$ cat src/rtl/tft_timing_generator.sv
// tft_timing_generator: frame sequencer running panel reset, integration and an ROI raster scan
module tft_timing_generator #(
    parameter int RESET_CYCLES   = 16,
    parameter int TICKS_PER_UNIT = 100,
    parameter int LINE_GAP       = 4
) (
    input  logic        clk,
    input  logic        rst_n,
    input  logic        frame_start,
    input  logic        frame_reset,
    input  logic [15:0] integration_time,
    input  logic [11:0] row_start,
    input  logic [11:0] row_end,
    input  logic [11:0] col_start,
    input  logic [11:0] col_end,
    output logic        frame_busy,
    output logic        frame_complete
);
    localparam int RW = $clog2(RESET_CYCLES + 1);
    localparam int PW = $clog2(TICKS_PER_UNIT + 1);
    localparam int GW = $clog2(LINE_GAP + 2);
    localparam logic [RW-1:0] RST_LAST  = RW'(RESET_CYCLES - 1);
    localparam logic [PW-1:0] TICK_LAST = PW'(TICKS_PER_UNIT - 1);
    localparam logic [GW-1:0] GAP_LAST  = GW'(LINE_GAP);

    typedef enum logic [2:0] {
        IDLE      = 3'd0,
        RESET     = 3'd1,
        INTEGRATE = 3'd2,
        READOUT   = 3'd3,
        DONE      = 3'd4
    } state_t;

    state_t        current_state;
    logic [11:0]   current_row;
    logic [11:0]   current_col;
    logic [15:0]   integrate_counter;
    logic [RW-1:0] reset_cnt_q;
    logic [PW-1:0] tick_q;
    logic [GW-1:0] gap_q;
    logic [15:0]   time_q;
    logic [11:0]   row_first_q, row_last_q, col_first_q, col_last_q;
    logic [11:0]   row_last_d, col_last_d;
    logic [15:0]   units_d;

    // A reversed ROI collapses to its start coordinate; elapsed units after the next prescaler wrap
    always_comb begin
        row_last_d = (row_end < row_start) ? row_start : row_end;
        col_last_d = (col_end < col_start) ? col_start : col_end;
        units_d    = integrate_counter + 16'd1;
    end

    // Frame sequencer with registered busy/complete outputs
    always_ff @(posedge clk or negedge rst_n) begin
        if (!rst_n) begin
            current_state     <= IDLE;
            current_row       <= '0;
            current_col       <= '0;
            integrate_counter <= '0;
            reset_cnt_q       <= '0;
            tick_q            <= '0;
            gap_q             <= '0;
            time_q            <= '0;
            row_first_q       <= '0;
            row_last_q        <= '0;
            col_first_q       <= '0;
            col_last_q        <= '0;
            frame_busy        <= 1'b0;
            frame_complete    <= 1'b0;
        end else if (frame_reset) begin
            current_state     <= IDLE;
            current_row       <= '0;
            current_col       <= '0;
            integrate_counter <= '0;
            reset_cnt_q       <= '0;
            tick_q            <= '0;
            gap_q             <= '0;
            frame_busy        <= 1'b0;
            frame_complete    <= 1'b0;
        end else begin
            frame_complete <= 1'b0;
            case (current_state)
                IDLE: if (frame_start) begin
                    time_q            <= integration_time;
                    row_first_q       <= row_start;
                    row_last_q        <= row_last_d;
                    col_first_q       <= col_start;
                    col_last_q        <= col_last_d;
                    integrate_counter <= '0;
                    reset_cnt_q       <= '0;
                    tick_q            <= '0;
                    gap_q             <= '0;
                    current_row       <= '0;
                    current_col       <= '0;
                    current_state     <= RESET;
                    frame_busy        <= 1'b1;
                end
                RESET: if (reset_cnt_q == RST_LAST) begin
                    reset_cnt_q   <= '0;
                    current_row   <= row_first_q;
                    current_col   <= col_first_q;
                    current_state <= (time_q == 16'd0) ? READOUT : INTEGRATE;
                end else begin
                    reset_cnt_q <= reset_cnt_q + 1'b1;
                end
                INTEGRATE: if (tick_q == TICK_LAST) begin
                    tick_q            <= '0;
                    integrate_counter <= units_d;
                    if (units_d == time_q) current_state <= READOUT;
                end else begin
                    tick_q <= tick_q + 1'b1;
                end
                READOUT: if (current_col != col_last_q) begin
                    current_col <= current_col + 12'd1;
                end else if (gap_q != GAP_LAST) begin
                    gap_q <= gap_q + 1'b1;
                end else begin
                    gap_q <= '0;
                    if (current_row == row_last_q) begin
                        current_state  <= DONE;
                        frame_complete <= 1'b1;
                    end else begin
                        current_row <= current_row + 12'd1;
                        current_col <= col_first_q;
                    end
                end
                DONE: begin
                    current_state <= IDLE;
                    frame_busy    <= 1'b0;
                end
                default: begin
                    current_state <= IDLE;
                    frame_busy    <= 1'b0;
                end
            endcase
        end
    end
endmodule

$ cat config.mk
export PLATFORM = sky130hd
export DESIGN_NAME = tft_timing_generator
export DESIGN_NICKNAME = d
export VERILOG_FILES = /design/src/rtl/tft_timing_generator.sv
export SDC_FILE = /design/constraint.sdc
export NUM_CORES = 1
export LEC_CHECK = 0
export ABC_AREA = 1
export CAP_MARGIN = 20
export CORE_MARGIN = 3
export CORE_UTILIZATION = 25
export DETAILED_ROUTE_END_ITERATION = 12
export GPL_ROUTABILITY_DRIVEN = 0
export GPL_TIMING_DRIVEN = 0
export SETUP_SLACK_MARGIN = 0.3
export SLEW_MARGIN = 20
export SYNTH_ARGS = -nofsm -noshare
export SYNTH_HDL_FRONTEND = slang
export SYNTH_SLANG_ARGS = --single-unit
$ cat constraint.sdc
create_clock -name clk -period 4.7 [get_ports clk]
set_input_delay 0.94 -clock clk [delete_from_list [all_inputs] [get_ports clk]]
set_output_delay 0.94 -clock clk [all_outputs]
set_load 0.05 [all_outputs]
* Yosys cells after proc, flatten, opt, wreduce, memory -nomap -nowiden *
Cells that the tools add are included.
Widths: inputs -> output; s select.

operators by class
  add/sub/neg operators = 6
  order comparisons = 2
  eq/ne operators = 20
  muxes and demuxes = 50
  bitwise gates (word level) = 1
  reduce and logical (&&, ||, !) cells = 16

operator list
  operator               number
  $mux 12                13
  $pmux 12 s3            2
  $mux 16                3
  $mux 3                 12
  $pmux 16 s2            1
  $ne 3x3->1 const B     9
  $add 12x1->12 const B  2
  $lt 12x12->1           2
  $mux 7                 3
  $add 16x1->16 const B  1
  $eq 16x16->1           1
  $logic_not 16->1       1
  $mux 5                 3
  $pmux 7 s2             1
  $eq 12x12->1           1
  $ne 12x12->1           1
  $pmux 3 s4             1
  $pmux 5 s2             1
  $reduce_and 3->1       3
  $reduce_bool 3->1      3
  $mux 1                 8
  $ne 4x4->1 const B     2
  $add 7x1->7 const B    1
  $eq 7x7->1 const B     1
  other kinds (16)       19

storage, ports and cells
  bits in registers = 124
  input port bits = 68
  output and inout bits = 2
  logic and storage cells = 109

* Depth between registers and ports, before layout *
Gate-level depths: netlist (run 1).

  depth in word-level cells = 6
  mapped depth = 17
  mapped depth without buffers = 16

* Worst setup path after synthesis (run 1) *
Ideal clock, no wire load.

  path type = input to register
  start = input port row_start[1]
  end = register row_last_q[11]
  setup time = 0.083 ns
  arrival = 2.203 ns
  data required time = 4.617 ns
  setup slack = 2.414 ns
  cell stages on the path = 11
  buffers on the path = 1
  cells stage by stage = inv_1 -> ha_1 -> a21boi_0 -> o211ai_1 -> nand2_1 -> nand3_1 -> nand2_1 -> inv_1 -> clkbuf_1 -> o21ai_0 -> o21ai_0

on the way
  longest elaborated chain between the ends = 2

RTL lines
  what                  line  source
  start, declared       12    input logic [11:0] row_start,
  $lt 12x12->1          48    row_last_d = (row_end < row_start) ? row_start : row_end;
  $mux 12               48
  end signal, assigned  86    row_last_q <= row_last_d;
  end, declared         42    logic [11:0] row_first_q, row_last_q, col_first_q, col_last_q;

No other way between the ends.
A chain may end at the register's enable or synchronous reset.

* Worst setup path in the final report (run 1) *
  start = input port row_start[7]
  end = register row_last_q[0]

Same word-level chain as after synthesis.

==> flow_metrics.tcl, run 1 <==
set metrics [dict create \
    status "finished, final reports clean" \
    dieWidth_um 179 \
    synthTopCellsByCount "nand2_1 (244), dfrtp_1 (124), inv_1 (118), o21ai_0 (113), nand3_1 (85)" \
    tightest_slew_ns 0.705 \
    fp.dieH_um 179 \
    period_minus_slack_ns 2.92 \
    postRouteAntennaNets 0 \
    yosysMostFrequentCell "nand2_1" \
    cts_setup_buffers 0 \
    n_antenna_cell 0 \
    rsz0062_at_grt "false" \
    die_area_sq_um 32100 \
    synth_area_leader_cell "dfrtp_1" \
    start_kind "input port" \
    p_leak_uw 0.00413 \
    start_util_pct 25.7 \
    antenna_found_initial 0 \
    async_flop_share_pct 100 \
    cts.sinks 124 \
    multi_input_area_sq_um 3790 \
    synthesis.area_sq_um 7490 \
    maxCapViolations 0 \
    wire_per_inst_um 14.2 \
    cts_buffer_depth 2 \
    endpoint_kind "register" \
    nets 1181 \
    rr_startpoint "current_state[0]" \
    grt_overflow 0 \
    cts_tree "done" \
    setup_viol 0 \
    cts_buffers 17 \
    pin_count 70 \
    port_buffers 69 \
    cp.arrival_ns 3.25 \
    dpl_cell_area_sq_um 8690 \
    cts_hold_buf 0 \
    yosys-top-cells-area "dfrtp_1 (41%), nand2_1 (12%), o21ai_0 (7.6%)" \
    viasPerCell 4.68 \
    final_area_sq_um 9270 \
    final_layout_size_suffix_gt1_share_pct 7.47 \
    htree_num_levels 4 \
    grt_util_all_layers_pct 13.6 \
    holdWs_ns 0.420 \
    grt_max_degree 77 \
    ys_seq_area_share_pct 41.4 \
    yosys_most_used_dff "dfrtp_1" \
    drt_iter0_drc 493 \
    ir_drop_mv 0.314 \
    core_sq_um 29100 \
    max_freq_mhz 343 \
    totalWireLength_um 21000 \
    first_pass_iters 7 \
    seq_area_sq_um 3100 \
    finalCritPeriodShare_pct 62.1 \
    ctsResizeCount 0 \
    postLayoutCoreUtil_pct 31.9 \
    synth.top_cell.area_share_pct 41.4 \
    reg2reg_depth 8 \
    critPathMaxFanout 10 \
    synth_nets 1092 \
    areaGrowthSynthToFinish_pct 23.8 \
    cts_root_buffer "clkbuf_16" \
    powerDensity_nw_per_um2 483 \
    clk_latency_ns 0.43 \
    syn_inst 995 \
    ys_seq_elements 124 \
    synth_cell_type_count 44 \
    vias 6925 \
    hpwlAfterDp_um 15700 \
    synth_edf_count 0 \
    path_class "input port to register" \
    max-slew-margin-rel_pct 53.0 \
    skew_ns 0.0123 \
    grt_pass1_vias 6731 \
    drc_errors 0 \
    fillers 3101 \
    finalHoldViolCount 0 \
    required_ns 5.03 \
    syn_avg_cell_area_sq_um 7.53 \
    hp-class "input port to async pin" \
    num_rows 62 \
    grt_pass1_wl_um 34800 \
    crit_start "row_start[7]" \
    cts.clk_slew.worst_paths_ns 0.06 \
    drv_slew 0 \
    yosys_warnings 0 \
]
## path summary, 6_finish.rpt
path	end	slack (ns)
setup / recovery	row_last_q[0]	1.78
hold reg to reg	row_first_q[4]	0.49
hold / removal	time_q[6]	0.42
setup reg to reg	col_last_q[9]	2.42
min in group clk	row_first_q[4]	0.49
max in group asynchronous	current_col[6]	3.55
## kinds of logic (layout without fill, tap and decap cells)
family / after synthesis / in the layout / share of synthesized area (%)
AO/OA/AOI/OAI: 196 / 196 / 14.3
XOR/XNOR: 30 / 30 / 3.51
adder cells (fa/ha/maj): 29 / 29 / 4.84
buffers and inverters: 153 / 255 / 7.99
flip-flops: 124 / 124 / 41.4
multiplexers: 1 / 1 / 0.134
AND/OR/NAND/NOR: 462 / 462 / 27.8
## report_power, final
part           switching, uW  total, uW  internal [uW]  leakage, uW
registers                272       1670           1400      0.00162
logic                    950       1480            527      0.00223
clock network            577       1330            751     0.000275
## worst max-delay path, cell delays in order
cell             delay [ns]
clkdlybuf4s50_1        0.48
inv_1                  0.06
ha_1                   0.28
inv_1                  0.05
o31ai_1                0.38
a21oi_1                0.11
nand2_1                0.18
clkbuf_1               0.44
o21ai_0                0.20
o21ai_0                0.12
## through the flow
step / setup WS (ns) / power [uW] / std cells / TNS (ns)
2_1_floorplan: 2.41 / 2650 / 995 / 0
3_3_place_gp: -2.55 / 3140 / 1448 / -313.70
3_5_place_dp: 1.30 / 3170 / 1449 / 0
4_1_cts: 1.74 / 4520 / 1481 / 0
5_1_grt: 1.57 / 4800 / 1481 / 0
6_report: 1.78 / 4480 / 1481 / 0
## routing by layer
layer  routed length, um  track usage, %  up-vias
met5                   0               0        -
met1                9820            18.6     3262
met3                1290            2.86       23
met4                 311            4.22        0
met2                9610            21.6      163
li1                    -               -     3477
## state kept, by name (all words and copies together), names as in the netlist
register           flops
col_first_q           12
tick_q                 7
frame_complete         1
col_last_q            12
reset_cnt_q            5
current_state          3
current_col           12
frame_busy             1
current_row           12
time_q                16
gap_q                  3
row_first_q           12
row_last_q            12
integrate_counter     16
## cells in the final DEF (no fill, tap or decap), types with 19 or more instances in the layout
cell	n
a21oi_1	25
clkdlybuf4s50_1	68
dfrtp_1	124
ha_1	29
inv_1	118
nand2_1	244
nand3_1	85
nor2_1	68
o21ai_0	113
o22ai_1	19
## final cells by class
cell class / instances / area share (%)
inverters: 127 / 5.14
repair buffers: 70 / 7.80
flip-flops and latches: 124 / 33.5
clock inverters: 14 / 1.59
plain buffers: 26 / 1.31
well taps: 384 / 5.18
clock buffers: 18 / 4.63
multi-input cells: 718 / 40.9
(Power assumes the default switching activity.)
==> inputs of run 2 (changes only) <==
Clock period 4.7 ns to 2.5 ns, I/O delays scaled along.
==> run 2 against run 1 <==
  * Critical path depth is 9 lower
  * First-iteration DRC count shrank 1.6%
  * Core utilization increased by 0.76 points
  * Critical path type is now register to primary output
  * Critical endpoint is now frame_busy
  * Non-clock buffer count up 6
  * Combinational power grew 97%
  * Die area is the same
  * Sequential cell count is the same
  * Via count is 0.17% higher
  * Global-route usage is 0.076 points higher
  * Clock power up 87%
  * Final cell count grew 0.41%
==> flow_metrics.tcl, run 2 (synthesis results as in run 1) <==
set metrics [dict create \
    status "finished, final reports clean" \
    drc_errors 0 \
    die_area_sq_um 32100 \
    p_total_uw 8540 \
    p_leak_uw 0.00421 \
    tightest_slew_ns 0.527 \
    skew_ns 0.0148 \
    start_util_pct 25.7 \
    core_sq_um 29100 \
    areaGrowthSynthToFinish_pct 26.7 \
    viasPerCell 4.67 \
    cts_buffers 17 \
    max_freq_mhz 463 \
    port_buffers 69 \
    nets 1187 \
    grt_pass1_wl_um 35000 \
    largestRegisters "integrate_counter (16), time_q (16)" \
    fillers 3086 \
    wire_per_inst_um 14.2 \
    endpoint_kind "primary output" \
    cts_tree "done" \
    htree_num_levels 4 \
    finalHoldViolCount 0 \
    hp-class "register to register" \
    finalCritPeriodShare_pct 86.4 \
    postLayoutCoreUtil_pct 32.6 \
    multi_input_area_sq_um 3910 \
    path_buf_inv 1 \
    period_minus_slack_ns 2.16 \
    grt_overflow 0 \
    grt_pass1_vias 6757 \
    vias 6937 \
    fp.dieH_um 179 \
    ir_drop_mv 0.604 \
    cts_root_buffer "clkbuf_16" \
    start_kind "register" \
    antenna_found_initial 0 \
    max-slew-margin-rel_pct 64.9 \
    postRouteAntennaNets 0 \
    drt_iter0_drc 485 \
    cts.clk_slew.worst_paths_ns 0.06 \
    dieWidth_um 179 \
    grt_util_all_layers_pct 13.7 \
    maxCapViolations 0 \
    cts.sinks 124 \
    clk_latency_ns 0.43 \
    seq_area_sq_um 3100 \
    rsz0062_at_grt "true" \
    num_rows 62 \
    pin_count 70 \
    required_ns 2.00 \
    hpwlAfterDp_um 15700 \
    cp.arrival_ns 1.66 \
    slowest_stage "clkdlybuf4s50_1" \
    final_cell_mix "nand2_1 (242), dfrtp_1 (124), inv_1 (115)" \
    n_antenna_cell 0 \
    cts_buffer_depth 2 \
    critPathMaxFanout 2 \
    setup_viol 0 \
    path_class "register to primary output" \
    powerDensity_nw_per_um2 900 \
    grt_max_degree 77 \
    final_layout_size_suffix_gt1_share_pct 11.2 \
    totalWireLength_um 21200 \
    cpPeakStageDelay_ns 0.84 \
    first_pass_iters 5 \
    cp_cell_sequence "clkdlybuf4s50_1" \
    drv_slew 0 \
    cp_top_family "buffers and inverters" \
    final_common_cell "nand2_1" \
]
-- run 2: cell count changes in the layout (fill, tap and decap cells not counted), moves of 5 or more --
cell,previous run,this run
a21oi_1,25,20
a21oi_2,0,5
buf_4,1,8
clkbuf_1,13,4
clkbuf_2,0,8
o21ai_0,113,98
o21ai_1,16,30
-- run 2: path summary, 6_finish.rpt --
path / startpoint / end / slack (ns) / cells past startpoint
worst min register to register: row_first_q[4] / row_first_q[4] / 0.49 / 2
max in group asynchronous: rst_n / current_col[6] / 1.20 / 3
worst max-delay path: frame_busy / frame_busy / 0.34 / 1
worst min-delay path: row_first_q[4] / row_first_q[4] / 0.49 / 2
min in group asynchronous: rst_n / time_q[6] / 0.57 / 2
worst max register to register: integrate_counter[2] / current_state[0] / 0.48 / 13
-- run 2: layout make-up --
type	instances	area share [%]
Buffer	26	1.69
Clock buffer	18	4.52
Clock inverter	14	1.56
Inverter	127	5.14
Multi-Input combinational cell	718	41.2
Sequential cell	124	32.7
Tap cell	384	5.06
Timing Repair Buffer	76	8.12
-- run 2: where the power goes --
| part | internal, uW | switching (uW) |
|---|---|---|
| clock | 1410 | 1080 |
| sequential | 2630 | 509 |
| combinational | 1050 | 1860 |
-- run 2: worst reg2reg max path: stages, from the launching register on --
cell and delay [ns]:
dfrtp_1 0.52, nand2_4 0.11, nor2_4 0.17, nand2_4 0.08, nor2_4 0.14, nand3_1 0.12
nand3_1 0.11, nand3_1 0.07, nor2_1 0.16, nand3_2 0.13, nand2_1 0.09, nand2_1 0.08
nand2_1 0.07, nand2_1 0.05
-- run 2: metrics by stage --
stage | area, sq um | TNS (ns) | cells | worst slack (ns) | hold slack [ns]
after floorplan | 7490 | 0 | 995 | 0.654 | 0.204
after CTS | 9340 | 0 | 1483 | 0.269 | 0.493
after detailed placement | 8690 | -10.36 | 1449 | -0.458 | 0.436
after global placement | 8660 | -542.01 | 1448 | -4.31 | 0.473
final | 9490 | 0 | 1487 | 0.341 | 0.488
after global routing | 9490 | 0 | 1487 | 0.277 | 0.523
-- run 2: per-layer routing --
metal	vias to the layer above	wire (um)	track usage, %
li1	3488	-	-
met1	3264	9860	18.7
met2	163	9750	21.8
met3	22	1200	2.86
met4	0	359	4.22
met5	-	0	0
-- run 2: repair_timing --
action | CTS | global route
pin swaps | 0 | 8
setup buffers | 1 | 4
endpoints found under the hold margin | 43 | 0
hold buffers | 1 | 0
endpoints found under the setup margin | 24 | 68
cloned | 0 | 0
resized for setup | 16 | 60
